**src/rtl/clk_burst_gen.sv**
```systemverilog
// rtl/clk_burst_gen.sv - programmable even-ratio clock divider with free-run and burst modes
//
// Divides `clock` by 2*H_eff to produce clk_out, a registered enable-style
// waveform. It is used as data or a strobe, never as a clock. In burst mode a
// programmed number of periods is produced, then the block stops. The block
// never emits a short high phase.
//
// Ports:
//   clock        in   system clock, all state changes on rising edge
//   reset_n      in   asynchronous active-low reset
//   enable       in   run request (level)
//   mode         in   0 = free-run, 1 = burst (captured at start)
//   half_period  in   phase length in clocks, 0 treated as 1
//   burst_len    in   periods per burst, 0 treated as 1 (captured at start)
//   clk_out      out  divided output
//   rise_tick    out  one-cycle pulse in the cycle clk_out has just risen
//   period_cnt   out  completed periods since last start, wraps
//   busy         out  generator not idle
//   done         out  one-cycle pulse when a burst completes
module clk_burst_gen #(
  parameter int CNT_W   = 16,
  parameter int BURST_W = 8
) (
  input  logic               clock,
  input  logic               reset_n,
  input  logic               enable,
  input  logic               mode,
  input  logic [CNT_W-1:0]   half_period,
  input  logic [BURST_W-1:0] burst_len,
  output logic               clk_out,
  output logic               rise_tick,
  output logic [BURST_W-1:0] period_cnt,
  output logic               busy,
  output logic               done
);

  typedef enum logic [1:0] {
    IDLE = 2'd0,
    RUN  = 2'd1,
    STOP = 2'd2
  } state_t;

  state_t             state_q;
  logic               clk_out_q;
  logic               rise_q;
  logic               done_q;
  logic               busy_q;
  logic               mode_q;
  // Set when a burst completes; blocks a restart until enable is seen low.
  logic               lock_q;
  logic [CNT_W-1:0]   cnt_q;
  logic [CNT_W-1:0]   h_q;
  logic [BURST_W-1:0] n_q;
  logic [BURST_W-1:0] pcnt_q;

  logic [CNT_W-1:0]   h_eff_d;
  logic [BURST_W-1:0] n_eff_d;
  logic [BURST_W-1:0] pcnt_inc_d;
  logic               phase_end_d;

  always_comb begin
    h_eff_d     = (half_period == '0) ? CNT_W'(1) : half_period;
    n_eff_d     = (burst_len == '0) ? BURST_W'(1) : burst_len;
    pcnt_inc_d  = pcnt_q + BURST_W'(1);
    phase_end_d = (cnt_q == (h_q - CNT_W'(1)));
  end

  always_ff @(posedge clock or negedge reset_n) begin
    if (!reset_n) begin
      state_q   <= IDLE;
      clk_out_q <= 1'b0;
      rise_q    <= 1'b0;
      done_q    <= 1'b0;
      busy_q    <= 1'b0;
      mode_q    <= 1'b0;
      lock_q    <= 1'b0;
      cnt_q     <= '0;
      h_q       <= '0;
      n_q       <= '0;
      pcnt_q    <= '0;
    end else begin
      rise_q <= 1'b0;
      done_q <= 1'b0;
      if (!enable) begin
        lock_q <= 1'b0;
      end

      case (state_q)
        IDLE: begin
          if (enable && !lock_q) begin
            state_q   <= RUN;
            busy_q    <= 1'b1;
            clk_out_q <= 1'b1;
            rise_q    <= 1'b1;
            cnt_q     <= '0;
            pcnt_q    <= '0;
            h_q       <= h_eff_d;
            n_q       <= n_eff_d;
            mode_q    <= mode;
          end
        end

        RUN: begin
          if (clk_out_q) begin
            // High phase: a drop of enable lets the phase run to full length.
            if (phase_end_d) begin
              clk_out_q <= 1'b0;
              cnt_q     <= '0;
              if (!enable) begin
                state_q <= IDLE;
                busy_q  <= 1'b0;
              end
            end else begin
              cnt_q <= cnt_q + CNT_W'(1);
              if (!enable) begin
                state_q <= STOP;
              end
            end
          end else begin
            // Low phase: a drop of enable abandons the uncounted period.
            if (!enable) begin
              state_q <= IDLE;
              busy_q  <= 1'b0;
            end else if (phase_end_d) begin
              pcnt_q <= pcnt_inc_d;
              cnt_q  <= '0;
              if (mode_q && (pcnt_inc_d == n_q)) begin
                state_q <= IDLE;
                busy_q  <= 1'b0;
                done_q  <= 1'b1;
                lock_q  <= 1'b1;
              end else begin
                clk_out_q <= 1'b1;
                rise_q    <= 1'b1;
                // A new half_period takes effect from the next period.
                h_q       <= h_eff_d;
              end
            end else begin
              cnt_q <= cnt_q + CNT_W'(1);
            end
          end
        end

        STOP: begin
          // Enable is ignored here; only the phase length matters.
          if (phase_end_d) begin
            clk_out_q <= 1'b0;
            cnt_q     <= '0;
            state_q   <= IDLE;
            busy_q    <= 1'b0;
          end else begin
            cnt_q <= cnt_q + CNT_W'(1);
          end
        end

        default: begin
          state_q   <= IDLE;
          busy_q    <= 1'b0;
          clk_out_q <= 1'b0;
        end
      endcase
    end
  end

  assign clk_out    = clk_out_q;
  assign rise_tick  = rise_q;
  assign period_cnt = pcnt_q;
  assign busy       = busy_q;
  assign done       = done_q;

endmodule

```
**config.mk**
```make
export PLATFORM = sky130hd
export DESIGN_NAME = clk_burst_gen
export DESIGN_NICKNAME = d
export VERILOG_FILES = /design/src/rtl/clk_burst_gen.sv
export SDC_FILE = /design/constraint.sdc
export NUM_CORES = 1
export LEC_CHECK = 0
export ABC_AREA = 0
export CAP_MARGIN = 10
export CORE_ASPECT_RATIO = 1.75
export CORE_MARGIN = 5
export CORE_UTILIZATION = 49
export DETAILED_ROUTE_END_ITERATION = 8
export GPL_ROUTABILITY_DRIVEN = 0
export GPL_TIMING_DRIVEN = 0
export PLACE_DENSITY_LB_ADDON = 0.15
export SYNTH_ARGS = -nofsm -noshare
export SYNTH_HDL_FRONTEND = slang
export SYNTH_SLANG_ARGS = --single-unit
```
**constraint.sdc**
```tcl
create_clock -name clock -period 4.11 [get_ports clock]
set_input_delay 0.6165 -clock clock [delete_from_list [all_inputs] [get_ports clock]]
set_output_delay 0.6165 -clock clock [all_outputs]
set_load 0.01 [all_outputs]
```
-- After elaboration in Yosys (flattened, before gate mapping)
Index checks and enable logic that the tools add are counted.
- register bits: 56
- output and inout port bits: 12
- $add $sub $neg: 3
- eq/ne operators: 15
- mux-type cells: 57
- reductions and logical operators: 15
- operators with widths (cell ; number):
    16-bit two-way mux ; 10
    16-bit case mux with 3 select lines ; 1
    8-bit two-way mux ; 5
    16-bit case mux with 2 select lines ; 1
    1-bit two-way mux ; 26
    2-bit two-way mux ; 9
    16-bit by 1-bit adder with 16-bit output, second input constant ; 1
    16-bit equality test ; 1
    16-bit zero test ; 1
    8-bit case mux with 2 select lines ; 1
    16-bit by 1-bit subtractor with 16-bit output, second input constant ; 1
    3-bit != test, second input constant ; 5
    2-bit != test, second input constant ; 6
    6-bit AND reduction ; 2
    5-bit AND reduction ; 2
    8-bit by 1-bit adder with 8-bit output, second input constant ; 1
    8-bit equality test ; 1
    8-bit zero test ; 1
    1-bit case mux with 3 select lines ; 2
    2-bit case mux with 3 select lines ; 1
    2-bit AND reduction ; 2
    3-bit AND reduction ; 1
    3-bit nonzero test ; 1
    2-bit by 1-bit equality test with 1-bit output, second input constant ; 1
    6 further kinds ; 7

-- Depth between registers and ports, before layout
Gate-level depths: netlist of the first run.
- word-level depth: 8
- gate-level depth with buffers: 12

-- Worst setup path after synthesis of the first run
OpenSTA, ideal clock, no wires.
- path kind: register to register
- start point: register h_q[8]
- end point: register cnt_q[13]
- setup time: 0.126 ns
- data arrival time: 2.723 ns
- path slack: 1.261 ns
- stages on the path, launching flop included: 10
- clock period less this slack: 2.849 ns
- cells stage by stage: dfrtp_1 buf_6 or4_4 or3_1 or4_4 a22oi_2 and4_1 nor2_2 buf_6 a221o_1
- word-level cells in the longest chain between the ends: 6
- RTL lines (what ; RTL line ; text):
    from (decl) ; 52 ; logic [CNT_W-1:0] h_q;
    from (signal assigned) ; 78 ; h_q <= '0;
    from (signal assigned) ; 97 ; h_q <= h_eff_d;
    from (signal assigned) ; 136 ; h_q <= h_eff_d;
    16-bit by 1-bit subtractor with 16-bit output (*) ; 65 ; phase_end_d = (cnt_q == (h_q - CNT_W'(1)));
    16-bit equality test (*) ; 65 ;
    16-bit two-way mux (*) ; 106, 124, 146 ;
    16-bit two-way mux ; 121 ; if (!enable) begin
    16-bit two-way mux ; 104 ; if (clk_out_q) begin
    16-bit case mux with 3 select lines (*) ; 88 ; case (state_q)
    to (signal assigned) ; 114 ; cnt_q <= cnt_q + CNT_W'(1);
    to (signal assigned) ; 139 ; cnt_q <= cnt_q + CNT_W'(1);
    to (signal assigned) ; 152 ; cnt_q <= cnt_q + CNT_W'(1);
    to (decl) ; 51 ; logic [CNT_W-1:0] cnt_q;
Every way passes the cells marked *; elsewhere a longest branch is shown, timed or not. The select of a mux whose other input is x is not followed.
A chain may end at the register's enable or synchronous reset.

-- Worst setup path in the final report of the first run
- start point: register h_q[0]
- end point: register h_q[11]
- word-level cells in the longest chain between the ends: 4
- RTL lines (what ; RTL line):
    16-bit by 1-bit subtractor with 16-bit output ; 65
    16-bit equality test ; 65
    2-bit != test (no source line) ; --
    6-bit AND reduction (no source line) ; --
No other way between the ends.

==> impl_metrics.toml, run 1 <==
[sta]
rsz0062_at_grt = "no"
fin_crit_sh_pct = 83.97
hold_violations = 0
slew_headroom_pct = 38.38
fmaxAchievable_mhz = 289.7
worst_pin_slew_ns = 0.9203
finalSetupTns_ns = 0
setup_viol = 0
period_needed_ns = 3.451
slew_violations = 0
setup_ws_ns = 0.6587
clock_skew_ns = 0.005423

[synth]
synth_edf_count = 0
yosys.area.top_type = "dfrtp_1"
syn_nets = 535
seq_area_frac_synth_pct = 33.31
syn_area_per_cell_um2 = 8.413
synth.top_cell.area_share_pct = 33.31
synthCells = 500
synth_area_mm2 = 0.004207
synth.distinct_cells = 72
yosys_warnings = 0
synth_area_leaders = "dfrtp_1 (33%), nand2_1 (4.9%), o211ai_1 (4.3%)"
ys.flop_type = "dfrtp_1"
async_reset_ff_share_pct = 100.0
synth_seq_cells = 56

[setup_path]
cp_top_family = "simple AND/OR/NAND/NOR gates"
arrival_ns = 3.67
worst_setup_path_end_kind = "register"
worstSetupPathType = "register to register"
r2r_start = "h_q[0]$_DFFE_PN0P_"
cp_num_cells = 11
path_cells = "inv_1, ha_1, nor4b_4, nand4b_1, and3_1, nor4_1, or3b_1, clkbuf_1, clkbuf_1, o21ai_0, o211ai_1"
crit_start = "h_q[0]$_DFFE_PN0P_"
crit_slowest_cell = "nor4_1"
reg2reg_depth = 11
required_ns = 4.33
cp_slowest_stage_delay_ns = 0.46
path_common_cell = "clkbuf_1"
cp_num_buf_inv = 3
critPathLaunchType = "register"
crit_fanout = 10

[drt]
viasPerCell = 6.313
drt_wl_total_um = 12490
drtIter0Drc = 240
postRouteAntennaNets = 0
wl_per_cell_um = 18.86
first_pass_iters = 6
vias = 4179
drcViolationCount = 0

[clocking]
clk_latency_ns = 0.30
cts_buffer_depth = 2
cts.sinks = 56
holdBufCountCts = 0
numCtsBuffers = 5
cts_setup_buffers = 0
clk_pin_slew_ns = 0.08
cts_tree = "built"
cts_root_buf = "clkbuf_16"
htree_levels = 2
cts_resized = 0

[cells_and_area]
antenna_cells = 0
layout.cells.non_filler = 662
nets = 581
layout_common_cells = "dfrtp_1 (56), nand2_1 (55), clkdlybuf4s50_1 (37)"
num-fill-cells = 806
areaGrowthSynthToFinish_pct = 16.36
drive_gt1_share_pct = 5.667
mostFrequentLayoutCell = "dfrtp_1"

[pwr]
powerDensity_mw_per_mm2 = 585.8
ir_worst_vdd_mv = 0.3186
power_leakage_nw = 1.949

[global_route]
track_usage_pct = 23.92
met3_usage_pct = 2.789
grt_pass1_vias = 4151
grt_busiest_layer = "met2"
gr-usage-met1_pct = 25.78
grt_max_degree = 36
grtUsageMet2_pct = 44.33
antenna_found_initial = 0
grt_pass1_wl_um = 20290
overflow = 0

[status]
outcome = "completed"

[place]
placedCellCount = 654
place.detailed.hpwl_um = 9330
post-place-ws_ns = 0.7640
io_buffers = 38

[die]
io_pins = 40
dieArea_mm2 = 0.01061
die_y_um = 132.6
rows = 44
fp.dieW_um = 80.04
start_util_pct = 50.27
core_area_mm2 = 0.008368

[worst_hold_path]
hold_path.class = "input port to asynchronous set/reset pin"

[job]
max_cap_violations = 0
[worst register-to-register path: stages (launching register included)]
cell	delay, ns
dfrtp_1	0.45
inv_1	0.12
ha_1	0.26
nor4b_4	0.43
nand4b_1	0.27
and3_1	0.27
nor4_1	0.46
or3b_1	0.19
clkbuf_1	0.30
clkbuf_1	0.38
o21ai_0	0.15
o211ai_1	0.10
[per-stage QoR]
stage | hold WS [ns] | power, mW | instance area (um2) | utilization [%]
after floorplan | 0.3209 | 1.960 | 4207 | -
after global placement | 0.4786 | 2.344 | 4731 | 56.53
after detailed placement | 0.4799 | 2.399 | 4746 | 56.71
after CTS | 0.3086 | 2.852 | 4895 | 58.49
after global routing | 0.3346 | 3.064 | 4895 | 58.49
final | 0.2915 | 2.867 | 4895 | 58.49
[flip-flops by register name (all words and copies together), names as in the netlist]
name,flops
h_q,16
done,1
cnt_q,16
mode_q,1
busy,1
clk_out,1
state_q,2
period_cnt,8
n_q,8
lock_q,1
rise_tick,1
[cell type report]
class | count | area, um2 | share of cell area (%)
Timing Repair Buffer | 39 | 395.4 | 8.078
Sequential cell | 56 | 1401 | 28.63
Tap cell | 115 | 143.9 | 2.940
Clock buffer | 5 | 125.1 | 2.556
Clock inverter | 3 | 23.77 | 0.4857
Inverter | 19 | 71.32 | 1.457
Multi-Input combinational cell | 388 | 2554 | 52.17
Buffer | 37 | 180.2 | 3.681
[cell families after synthesis]
| family | synth area share [%] |
|---|---|
| compound gates | 23.38 |
| xor+xnor | 6.038 |
| fa+ha+maj | 2.082 |
| buf+inv | 5.978 |
| flops | 33.31 |
| mux | 0.2380 |
| simple gates | 28.97 |
[synthesized netlist by cell type (8+ instances only)]
cell type  number
nand3_1        30
and2_1         13
nand2_1        55
a21oi_1         9
o31ai_1         8
and3_1         20
dfrtp_1        56
o211ai_1       24
nor3_1         24
o21ai_0        23
xor2_1         15
nor2_1         23
inv_1          18
a221oi_1       17
a22o_1          8
xnor2_1        14
clkbuf_1       28
[metal layers]
layer,vias to the layer above,wire (um)
li1,1958,-
met1,2047,4712
met2,143,6873
met3,31,453
met4,0,448
met5,-,0
[where the power goes]
group | switching, mW | internal (mW)
sequential | 0.195 | 0.719
clock | 0.218 | 0.228
combinational | 0.884 | 0.623
total | 1.30 | 1.57
[final timing paths]
| check | end | slack [ns] |
|---|---|---|
| setup / recovery | h_q[11]$_DFFE_PN0P_ | 0.66 |
| hold / removal | period_cnt[7]$_DFFE_PN0P_ | 0.29 |
| setup reg to reg | h_q[11]$_DFFE_PN0P_ | 0.66 |
| hold reg to reg | mode_q$_DFFE_PN0P_ | 0.49 |
| max in group asynchronous | h_q[4]$_DFFE_PN0P_ | 3.23 |
| min in group clock | mode_q$_DFFE_PN0P_ | 0.49 |
Note: power is estimated with default switching activity, not from simulation.
==> run 2, diff against run 1 <==
- clock period: 4.11 -> 2.8 ns (I/O delays scaled with it)
==> impl_metrics.toml, run 2 (synthesized netlist as in run 1, its figures left out) <==
[status]
outcome = "finished, violations left"
violations = "negative setup slack"

[setup_path]
r2r_start = "h_q[11]$_DFFE_PN0P_"
arrival_ns = 3.14
r2r_end = "cnt_q[13]$_DFFE_PN0P_"
reg2reg_slack_ns = -0.16
required_ns = 2.98
worst_setup_path_end_kind = "register"
reg2reg_depth = 8
crit_start = "h_q[11]$_DFFE_PN0P_"
critPathLaunchType = "register"
worstSetupPathType = "register to register"
crit_fanout = 6

[place]
io_buffers = 38
placed_area_mm2 = 0.004772
place.detailed.hpwl_um = 9087

[drt]
wl_per_cell_um = 18.84
wl_met2_um = 7042
wl_met1_um = 4780
drtIter0Drc = 240
drcViolationCount = 0
postRouteAntennaNets = 0
drt_wl_total_um = 13000
viasPerCell = 6.181
wl_met3_um = 530
highest_layer = "met4"
vias = 4265
first_pass_iters = 4

[clocking]
clk_pin_slew_ns = 0.08
cts_buffer_depth = 2
numCtsBuffers = 5
cts_root_buf = "clkbuf_16"
clk_latency_ns = 0.31
cts_tree = "built"
htree_levels = 2
cts.sinks = 56

[cells_and_area]
areaGrowthSynthToFinish_pct = 26.74
antenna_cells = 0
num-fill-cells = 759
utilization_pct = 63.71
final_area_mm2 = 0.005331
mostFrequentLayoutCell = "nand2_1"
layout_common_cells = "nand2_1 (54), dfrtp_1 (50), clkdlybuf4s50_1 (37)"
drive_gt1_share_pct = 16.35
largestRegisters = "cnt_q x16, h_q x16"
nets = 609

[sta]
slew_violations = 0
fin_crit_sh_pct = 105.6
rsz0062_at_grt = "yes"
slew_headroom_pct = 59.47
hold_violations = 0
finalSetupTns_ns = -3.070
fmaxAchievable_mhz = 338.3
setup_viol = 42
clock_skew_ns = 0.007770
setup_ws_ns = -0.1562
hold_slack_ns = 0.1218
period_needed_ns = 2.956
worst_pin_slew_ns = 0.6080

[die]
io_pins = 40
core_area_mm2 = 0.008368
fp.dieW_um = 80.04
dieArea_mm2 = 0.01061
die_y_um = 132.6
start_util_pct = 50.27
rows = 44

[pwr]
p_int_mw = 2.505
power_leakage_nw = 2.155
p_seq_share_pct = 30.7
ir_worst_vdd_mv = 0.3773
p_comb_share_pct = 54.6
p_total_mw = 4.529
switching_share_pct = 44.69
powerDensity_mw_per_mm2 = 849.4
clkPwrFrac_pct = 14.7
power.switching_mw = 2.024

[global_route]
overflow = 0
grt_pass1_wl_um = 20750
antenna_found_initial = 0
track_usage_pct = 24.82
grt_pass1_vias = 4228
grt_max_degree = 33

[job]
max_cap_violations = 0

[worst_hold_path]
hold_path.class = "input port to asynchronous set/reset pin"
run 2: cell types whose count changed in the layout (fill, tap and decap cells not counted), sizes merged:
cell    delta
buf       +34
clkbuf     -6
clkinv     -1
nand4      +1
run 2: repair_timing:
item	in CTS	in global routing
pin swaps	29	9
cloned	3	0
buffers inserted	24	7
endpoints found under the setup margin	45	46
hold buffers	0	0
endpoints found under the hold margin	0	0
resized for setup	41	17
run 2: how the worst max path moves through the flow:
stage | cells after the start | end | slack, ns
5_1_grt | 8 | cnt_q[14]$_DFFE_PN0P_ | -0.23
4_1_cts | 8 | cnt_q[13]$_DFFE_PN0P_ | -0.15
3_3_place_gp | 1 | h_q[3]$_DFFE_PN0P_ | -0.59
6_report | 8 | cnt_q[13]$_DFFE_PN0P_ | -0.16
2_1_floorplan | 8 | cnt_q[13]$_DFFE_PN0P_ | -0.03
3_5_place_dp | 7 | period_cnt[0]$_DFFE_PN0P_ | -0.44
run 2: power by group through the flow:
stage               Sequential (mW)  Combinational (mW)  Clock [mW]
floorplan                      1.28                1.63           0
global placement               1.34                2.14           0
detailed placement             1.35                2.20           0
CTS                            1.36                2.41       0.672
global route                   1.43                2.71       0.708
finish                         1.39                2.47       0.667
run 2: per-stage QoR:
step           setup slack [ns]  std cells
2_1_floorplan          -0.02886        500
3_5_place_dp            -0.4408        654
3_3_place_gp            -0.5855        653
5_1_grt                 -0.2250        690
6_report                -0.1562        690
4_1_cts                 -0.1458        685
run 2: final cells by class:
type / instances / area (um2) / share of cell area [%]
well taps: 115 / 143.9 / 2.699
plain buffers: 31 / 176.4 / 3.309
inverters: 19 / 71.32 / 1.338
clock buffers: 6 / 138.9 / 2.605
clock inverters: 2 / 15.01 / 0.2816
flip-flops and latches: 56 / 1409 / 26.43
multi-input cells: 389 / 2698 / 50.60
repair buffers: 72 / 679.4 / 12.74
run 2: critical path: stages, from the launching register on:
cell,delay [ns]
dfrtp_2,0.41
or4_4,0.55
or3_4,0.39
or4_4,0.52
a22oi_2,0.16
and4_4,0.30
nor2_4,0.07
buf_6,0.14
a221o_1,0.30
run 2: layer usage:
| metal | up-vias | global-route usage [%] |
|---|---|---|
| met5 | - | 0 |
| met4 | 0 | 13.91 |
| met3 | 46 | 3.605 |
| met2 | 146 | 46.08 |
| met1 | 2054 | 25.55 |
| li1 | 2019 | - |
